## config.mk

```make
export PLATFORM = sky130hd
export DESIGN_NAME = tea_crypt_core
export DESIGN_NICKNAME = d
export VERILOG_FILES = /design/src/rtl/tea_crypt_core.sv
export SDC_FILE = /design/constraint.sdc
export NUM_CORES = 2
export LEC_CHECK = 0
export CAP_MARGIN = 20
export CORE_MARGIN = 4
export CORE_UTILIZATION = 45
export CTS_CLUSTER_DIAMETER = 50
export CTS_CLUSTER_SIZE = 20
export DETAILED_ROUTE_END_ITERATION = 8
export PLACE_DENSITY = 0.75
export SETUP_SLACK_MARGIN = 0.02
export SLEW_MARGIN = 20
export SYNTH_ARGS = -nofsm -noshare
export SYNTH_HDL_FRONTEND = slang
export SYNTH_SLANG_ARGS = --single-unit
```

## constraint.sdc

```tcl
create_clock -name clk -period 19.1 [get_ports clk]
set_input_delay 4.775 -clock clk [delete_from_list [all_inputs] [get_ports clk]]
set_output_delay 4.775 -clock clk [all_outputs]
set_load 0.01 [all_outputs]
```

## src/rtl/tea_crypt_core.sv

```systemverilog
// Iterative TEA block cipher core with per-block encrypt/decrypt selection.
// UNROLL TEA cycles are chained per clock; the result is held until out_ready.
module tea_crypt_core #(
  parameter int NUM_ROUNDS = 32,
  parameter int UNROLL     = 1
) (
  input  logic         clk,
  input  logic         rst,
  input  logic         in_valid,
  output logic         in_ready,
  input  logic         mode,
  input  logic [31:0]  y_in,
  input  logic [31:0]  z_in,
  input  logic [127:0] key,
  input  logic [31:0]  delta,
  output logic         out_valid,
  input  logic         out_ready,
  output logic [63:0]  data,
  output logic         done,
  output logic         busy
);

  localparam int UNROLL_SAFE = (UNROLL < 1) ? 1 : UNROLL;
  localparam int GROUPS      = (NUM_ROUNDS < 1) ? 1 : NUM_ROUNDS / UNROLL_SAFE;
  localparam int CW          = (GROUPS > 1) ? $clog2(GROUPS) : 1;
  localparam logic [CW-1:0] LAST_GROUP = CW'(GROUPS - 1);

  generate
    if (NUM_ROUNDS < 1 || UNROLL < 1 || (NUM_ROUNDS % UNROLL_SAFE) != 0) begin : g_bad_params
      $error("tea_crypt_core: UNROLL must be >=1 and divide NUM_ROUNDS (>=1)");
    end
  endgenerate

  typedef enum logic [1:0] {ST_IDLE, ST_RUN, ST_DONE} state_t;

  state_t        state_reg, state_next;
  logic [CW-1:0] cnt_reg;
  logic [31:0]   y_reg, z_reg, sum_reg, delta_reg;
  logic [127:0]  key_reg;
  logic          mode_reg;
  logic [63:0]  data_reg;
  logic          done_reg;

  logic [31:0] k0, k1, k2, k3;
  assign k0 = key_reg[127:96];
  assign k1 = key_reg[95:64];
  assign k2 = key_reg[63:32];
  assign k3 = key_reg[31:0];

  function automatic logic [31:0] tea_f(input logic [31:0] v, input logic [31:0] s,
                                        input logic [31:0] ka, input logic [31:0] kb);
    return ((v << 4) + ka) ^ (v + s) ^ ((v >> 5) + kb);
  endfunction

  // Combinational chain of UNROLL TEA cycles; each stage feeds the next.
  genvar gi;
  generate
    for (gi = 0; gi < UNROLL_SAFE; gi++) begin : g_round
      logic [31:0] y_i, z_i, s_i;
      logic [31:0] y_o, z_o, s_o;
      logic [31:0] s_enc, y_enc, z_enc, y_dec, z_dec;

      if (gi == 0) begin : g_first
        assign y_i = y_reg;
        assign z_i = z_reg;
        assign s_i = sum_reg;
      end else begin : g_next
        assign y_i = g_round[gi-1].y_o;
        assign z_i = g_round[gi-1].z_o;
        assign s_i = g_round[gi-1].s_o;
      end

      assign s_enc = s_i + delta_reg;
      assign y_enc = y_i + tea_f(z_i, s_enc, k0, k1);
      assign z_enc = z_i + tea_f(y_enc, s_enc, k2, k3);
      // Decrypt undoes the halves in reverse order, sum steps down after use.
      assign z_dec = z_i - tea_f(y_i, s_i, k2, k3);
      assign y_dec = y_i - tea_f(z_dec, s_i, k0, k1);

      assign y_o = mode_reg ? y_dec : y_enc;
      assign z_o = mode_reg ? z_dec : z_enc;
      assign s_o = mode_reg ? (s_i - delta_reg) : s_enc;
    end
  endgenerate

  logic [31:0] y_last, z_last, s_last;
  assign y_last = g_round[UNROLL_SAFE-1].y_o;
  assign z_last = g_round[UNROLL_SAFE-1].z_o;
  assign s_last = g_round[UNROLL_SAFE-1].s_o;

  always_comb begin
    state_next = state_reg;
    case (state_reg)
      ST_IDLE: if (in_valid) state_next = ST_RUN;
      ST_RUN:  if (cnt_reg == LAST_GROUP) state_next = ST_DONE;
      ST_DONE: if (out_ready) state_next = ST_IDLE;
      default: state_next = ST_IDLE;
    endcase
  end

  always_ff @(posedge clk) begin
    if (rst) begin
      state_reg <= ST_IDLE;
      cnt_reg   <= '0;
      sum_reg   <= '0;
      data_reg  <= '0;
      done_reg  <= 1'b0;
    end else begin
      state_reg <= state_next;
      done_reg  <= 1'b0;
      case (state_reg)
        ST_IDLE: begin
          if (in_valid) begin
            y_reg     <= y_in;
            z_reg     <= z_in;
            key_reg   <= key;
            delta_reg <= delta;
            mode_reg  <= mode;
            cnt_reg   <= '0;
            sum_reg   <= mode ? delta * 32'(NUM_ROUNDS) : 32'h0;
          end
        end
        ST_RUN: begin
          y_reg   <= y_last;
          z_reg   <= z_last;
          sum_reg <= s_last;
          cnt_reg <= cnt_reg + CW'(1);
          if (cnt_reg == LAST_GROUP) begin
            data_reg <= {y_last, z_last};
            done_reg <= 1'b1;
          end
        end
        default: ;
      endcase
    end
  end

  assign in_ready  = (state_reg == ST_IDLE);
  assign out_valid = (state_reg == ST_DONE);
  assign busy      = (state_reg == ST_RUN);
  assign done      = done_reg;
  assign data      = data_reg;

endmodule

```

Word level (Yosys, flattened, before mapping)

Cells that the tools add are included.

Multiplexer cells: 17
Bitwise operators: 10
Equal/unequal tests: 6
Add/sub/neg operators: 19
Reductions and logical operators: 8

Operators by type and width:

| kind                                           | count |
|---|---|
| adder 32 bit                                   | 11 |
| bitwise XOR 32 bit                             | 8 |
| two-way mux 32 bit                             | 7 |
| case mux 32 bit (2 select lines)               | 3 |
| adder 27 x 32 -> 32 bit                        | 4 |
| subtractor 32 bit                              | 3 |
| case mux 5 bit (2 select lines)                | 1 |
| AND reduction 3 bit                            | 3 |
| two-way mux 2 bit                              | 3 |
| case mux 2 bit (3 select lines)                | 1 |
| adder 5 x 1 -> 5 bit (second input constant)   | 1 |
| == test 5 bit (second input constant)          | 1 |
| two-way mux 5 bit                              | 1 |
| != test 2 x 1 -> 1 bit (second input constant) | 2 |
| AND reduction 2 bit                            | 2 |
| == test 2 x 1 -> 1 bit (second input constant) | 1 |
| == test 2 bit (second input constant)          | 1 |
| zero test 2 bit                                | 1 |
| != test 2 bit (second input constant)          | 1 |
| inverter 1 bit                                 | 2 |
| nonzero test 2 bit                             | 1 |
| OR reduction 2 bit                             | 1 |
| two-way mux 1 bit                              | 1 |

Word-level logic and storage cells: 70
Register bits: 329
Input bits: 229

Logic depth before layout (Yosys ltp)

Depth in word-level cells: 11
Depth in mapped cells: 55
Mapped depth without buffers: 54

Least setup slack after synthesis

No wires, ideal clock.

Path kind: input -> register
Start: input port rst
End: register delta_reg[0] (enable)
Arrival: 16.108 ns
Stages on the path: 3
Path buffers: 2
Setup slack: 2.113 ns
Required time: 18.221 ns
Path through: clkbuf_1 -> clkbuf_1 -> nor3_1

Cells in the longest elaborated chain, start to end: 2

RTL lines:

| element                       | line | source |
|---|---|---|
| start: declaration            | 8    | `input logic rst,` |
| inverter 1 bit (no line)      | --   |  |
| AND reduction 3 bit (no line) | --   |  |
| end signal: assignment        | 117  | `delta_reg <= delta;` |
| end: declaration              | 38   | `logic [31:0] y_reg, z_reg, sum_reg, delta_reg;` |

Every way passes these cells.
A chain may end at the register's enable or synchronous reset.

Worst setup path after layout

Start: register delta_reg[0]
End: register z_reg[31], in the netlist g_round[0].z_i[31] (data pin)

Cells in the longest elaborated chain, start to end: 11
Elaborated cells between the ends (all ways): 13
Classes of those cells: add/sub (7); mux (2); bitwise (4)

RTL lines:

| element                              | line | source |
|---|---|---|
| adder 32 bit (*)                     | 73   | `assign s_enc = s_i + delta_reg;` |
| adder 32 bit                         | 52   | `return ((v << 4) + ka) ^ (v + s) ^ ((v >> 5) + kb);` |
| bitwise XOR 32 bit (2 in series)     | 52   |  |
| adder 32 bit                         | 74   | `assign y_enc = y_i + tea_f(z_i, s_enc, k0, k1);` |
| adder 32 bit                         | 52   |  |
| bitwise XOR 32 bit                   | 52   |  |
| bitwise XOR 32 bit (*)               | 52   |  |
| adder 32 bit (*)                     | 75   | `assign z_enc = z_i + tea_f(y_enc, s_enc, k2, k3);` |
| two-way mux 32 bit (*)               | 81   | `assign z_o = mode_reg ? z_dec : z_enc;` |
| case mux 32 bit (2 select lines) (*) | 111  | `case (state_reg)` |
| end signal: assignment               | 115  | `z_reg <= z_in;` |
| end signal: assignment               | 125  | `z_reg <= z_last;` |
| end: declaration                     | 38   |  |

Mark *: on every way between the ends. The rest lies on a longest branch, timed or not.

==> results.md <==
- The flow ran to the end, and the final reports show no timing, DRC or antenna violations.
- After synthesis, the cell types taking the most area are ha_1, edfxtp_1, xnor2_1.
- A synthesized cell averages 8.58 µm².
- The number of synthesis warnings is 0.
- Timing analysis after detailed placement gives a worst setup slack of 7090 ps.
- The clock passes through at most 3 buffers.
- After detailed routing, the number of remaining DRC violations is 0.
- The detailed placer's ending HPWL is 121 mm.
- The kind of end point of the critical path is a flop.
- The number of DRC markers in iteration 0 is 4294.
- The total overflow left after global routing is 0.
- The wire length per cell after detailed routing is 24.7 µm.
- The clock sink total is 329.
- The worst endpoint required time is 19430 ps.
- The clock arrives with 25.7 ps of skew.
- In this run the number of H-tree levels came out at 2.
- The number of register bits inferred by synthesis is 329.
- The initial antenna violation count came to 8.
- Setup repair after global routing left no endpoint under its margin.
- The cell at the root of the clock tree is clkbuf_16.
- The worst setup path is of the flop to flop kind.
- The worst-margin pin slew is 1080 ps.
- The worst path meets setup with 6800 ps of slack.
- After clock tree synthesis, the flow added hold-fix buffers numbering 0.
- The highest net fanout along the worst path is 5.
- Across all layers, the routed design uses 37000 vias.
- The number of detailed-routing iterations run before antenna repair is 6.
- Global routing consumed, over all layers together, 31.2% of the routing resources.
- Counting the buffers created by CTS gives 42.
- The congestion estimate from routability-driven global placement came to 1.07.
- The global routing usage on met3 is 6.45%.
- The layout has 8033 filler cells.
- The total area inside the core boundary comes to 85100 µm².
- The total of cells resized after clock tree synthesis is 0.
- Summing the areas of all and, or, nand and nor instances in the mapped netlist gives 12.8% of the synthesized area.
- The cell area that synthesis handed to floorplanning was 38600 µm².
- The critical path arrival is 12620 ps.
- Once detail routing completed, the nets flagged for antenna violations numbered 0.
- The overall routed net length is 147 mm.
- Setup violations remaining at the end of the flow were counted as 0.
- The synthesized-area fraction occupied by xor and xnor cells is 17.5%.
- The number of pins with negative max-slew slack in the final report is 0.
- Compared with the post-synthesis result, the final layout area differs by 14.8%.
- In the synthesized netlist the async set-or-reset flop fraction comes to 0%.
- The quantity of I/O buffers inserted on ports is 296.
- The max capacitance violation total is 0.
- met2 is the most crowded layer.
- The met2 demand-to-capacity share in global routing is 48.5%.
- The via count of the first global-routing pass came to 35300.
- The I/O pin count is 297.
- TritonCTS built the clock tree.
- The floorplan step defined a die boundary enclosing 90600 µm².
- The clock network latency to the later pin of the worst-skew pair is 610 ps.
- By area, the combinational part of the netlist is dominated by compound AO/OA/AOI/OAI gates.
- The synthesized-area fraction occupied by adder cells is 18.6%.
- The met1 usage in global routing is 44.1%.
- The combined buffer and inverter count along the critical path is 0.
- The total count of hold-check failures in the final report is 0.
- The first global-routing pass estimated 214 mm of wire.
- The number of standard cells after synthesis is 4501.
- The share of the synthesized area in compound gates (AO/OA/AOI/OAI) is 24.6%.
- The core occupancy in the finished layout is 52.1%.
- The number of nets handed over by synthesis was 5295.
- In this run the tightest slew margin relative to its limit is 27.9%.
- The fmax is 81.3 MHz.
- The floorplan step set the die width to 301 µm.
- The shortest period the worst path allows is 12300 ps.
- 0 antenna diodes ended up in the layout.
- Of the post-synthesis cell area, the part taken by muxes is 0.959%.
- After clock tree synthesis, the clock-pin slew on the worst setup and hold paths is 70 ps.
- The most common flop cell mapped by yosys is edfxtp_1.
- The kind of cell with the highest combined delay along the critical path is compound AO/OA/AOI/OAI gates.
- The top cell type's share of synthesized area is 17.7%.
- The commonest cells after synthesis are xnor2_1, ha_1, a21oi_1.
- The part of the Yosys area used for sequential elements is 22.9%.
- On the worst path, the slowest cell contributes a delay of 780 ps.
- The most common cell in the synthesized netlist is xnor2_1.
- The floorplan has 107 rows.
- The post-route worst hold slack is 489 ps.
- The slowest stage of the critical path is the o41ai_1 cell.
- Yosys mapped a number of flops with a built-in enable equal to 225.
- The number of flip-flops in the largest register is 128.
- The nature of the critical path startpoint is a flop.
- Of the cells placed in the final design, the portion with a size suffix greater than 1 is 3.23%.
- The share of the clock period used by the worst path after layout is 64.4%.
- The setup TNS is 0 ps.
- In the routed layout, each cell is associated on average with a via count of 6.22.
- The initial standard-cell utilization of the core is 45.4%.
- In this run the worst hold path is classified as flop to flop.
- Of all cell types, the one taking the most synthesized area is ha_1.
- Synthesis instantiated 83 different standard cells from the library.
- The final layout contains 5567 nets.
- Entering global routing, the biggest net connects 79 pins.
- Once the clock tree was built, the setup fixing pass inserted 0 buffers.
- The floorplan step set the die height to 301 µm.
-- kinds of logic (layout without fill, tap and decap cells) --
group | Yosys count | in the layout
buffers and inverters | 280 | 585
and+or+nand+nor | 1052 | 1052
xor gates and xnor gates | 755 | 755
adders and majority gates | 565 | 565
AOI/OAI and AO/OA | 1483 | 1483
muxes | 37 | 37
DFF | 329 | 329
-- layout make-up --
cell class / count / area, µm² / area share [%]
Multi-Input combinational cell: 3892 / 28800 / 64.9
Sequential cell: 329 / 8840 / 19.9
Timing Repair Buffer: 325 / 3180 / 7.17
Tap cell: 1144 / 1430 / 3.23
Clock buffer: 47 / 1100 / 2.48
Inverter: 183 / 687 / 1.55
Clock inverter: 30 / 350 / 0.790
-- layout by cell type (no fill, tap or decap), drive strengths merged, types with 70 or more instances in the layout --
| cell | n |
|---|---|
| nand3 | 85 |
| o21ai | 298 |
| inv | 197 |
| ha | 547 |
| xor2 | 124 |
| nand2b | 70 |
| nor3 | 80 |
| o21bai | 83 |
| a21o | 243 |
| nand2 | 282 |
| a21oi | 454 |
| xnor2 | 622 |
| a211oi | 95 |
| nor2 | 323 |
| dfxtp | 104 |
| edfxtp | 225 |
| clkdlybuf4s50 | 295 |
-- per-stage QoR --
stage          std cells  cell area, µm²
3_5_place_dp        5873           42900
4_1_cts             5950           44400
6_report            5950           44400
2_1_floorplan       4501           38600
3_3_place_gp        5873           42900
5_1_grt             5950           44400
-- path summary, 6_finish.rpt --
check / from / end / slack [ps] / depth (start not counted)
setup / recovery: delta_reg[0]$_DFFE_PP_ / g_round[0].z_i[31]$_DFFE_PP_ / 6800 / 48
setup reg to reg: delta_reg[0]$_DFFE_PP_ / g_round[0].z_i[31]$_DFFE_PP_ / 6800 / 48
hold reg to reg: data[2]$_SDFFE_PP0P_ / data[2]$_SDFFE_PP0P_ / 490 / 2
hold / removal: data[2]$_SDFFE_PP0P_ / data[2]$_SDFFE_PP0P_ / 490 / 2
-- tightest hold or removal path, delay by kind of cell (launching register included) --
family           cells  cell delay [ps]
flip-flops           1              330
AND/OR/NAND/NOR      1               70
AO/OA/AOI/OAI        1               60
-- per-layer routing --
metal	up-vias	share of wire, %
met4	2	2.9
met5	-	0.0088
li1	17100	-
met3	282	12
met1	17600	42
met2	2014	43
Power is not shown: default switching activity piles up to over one toggle a cycle in this logic, so the estimate is an artifact.
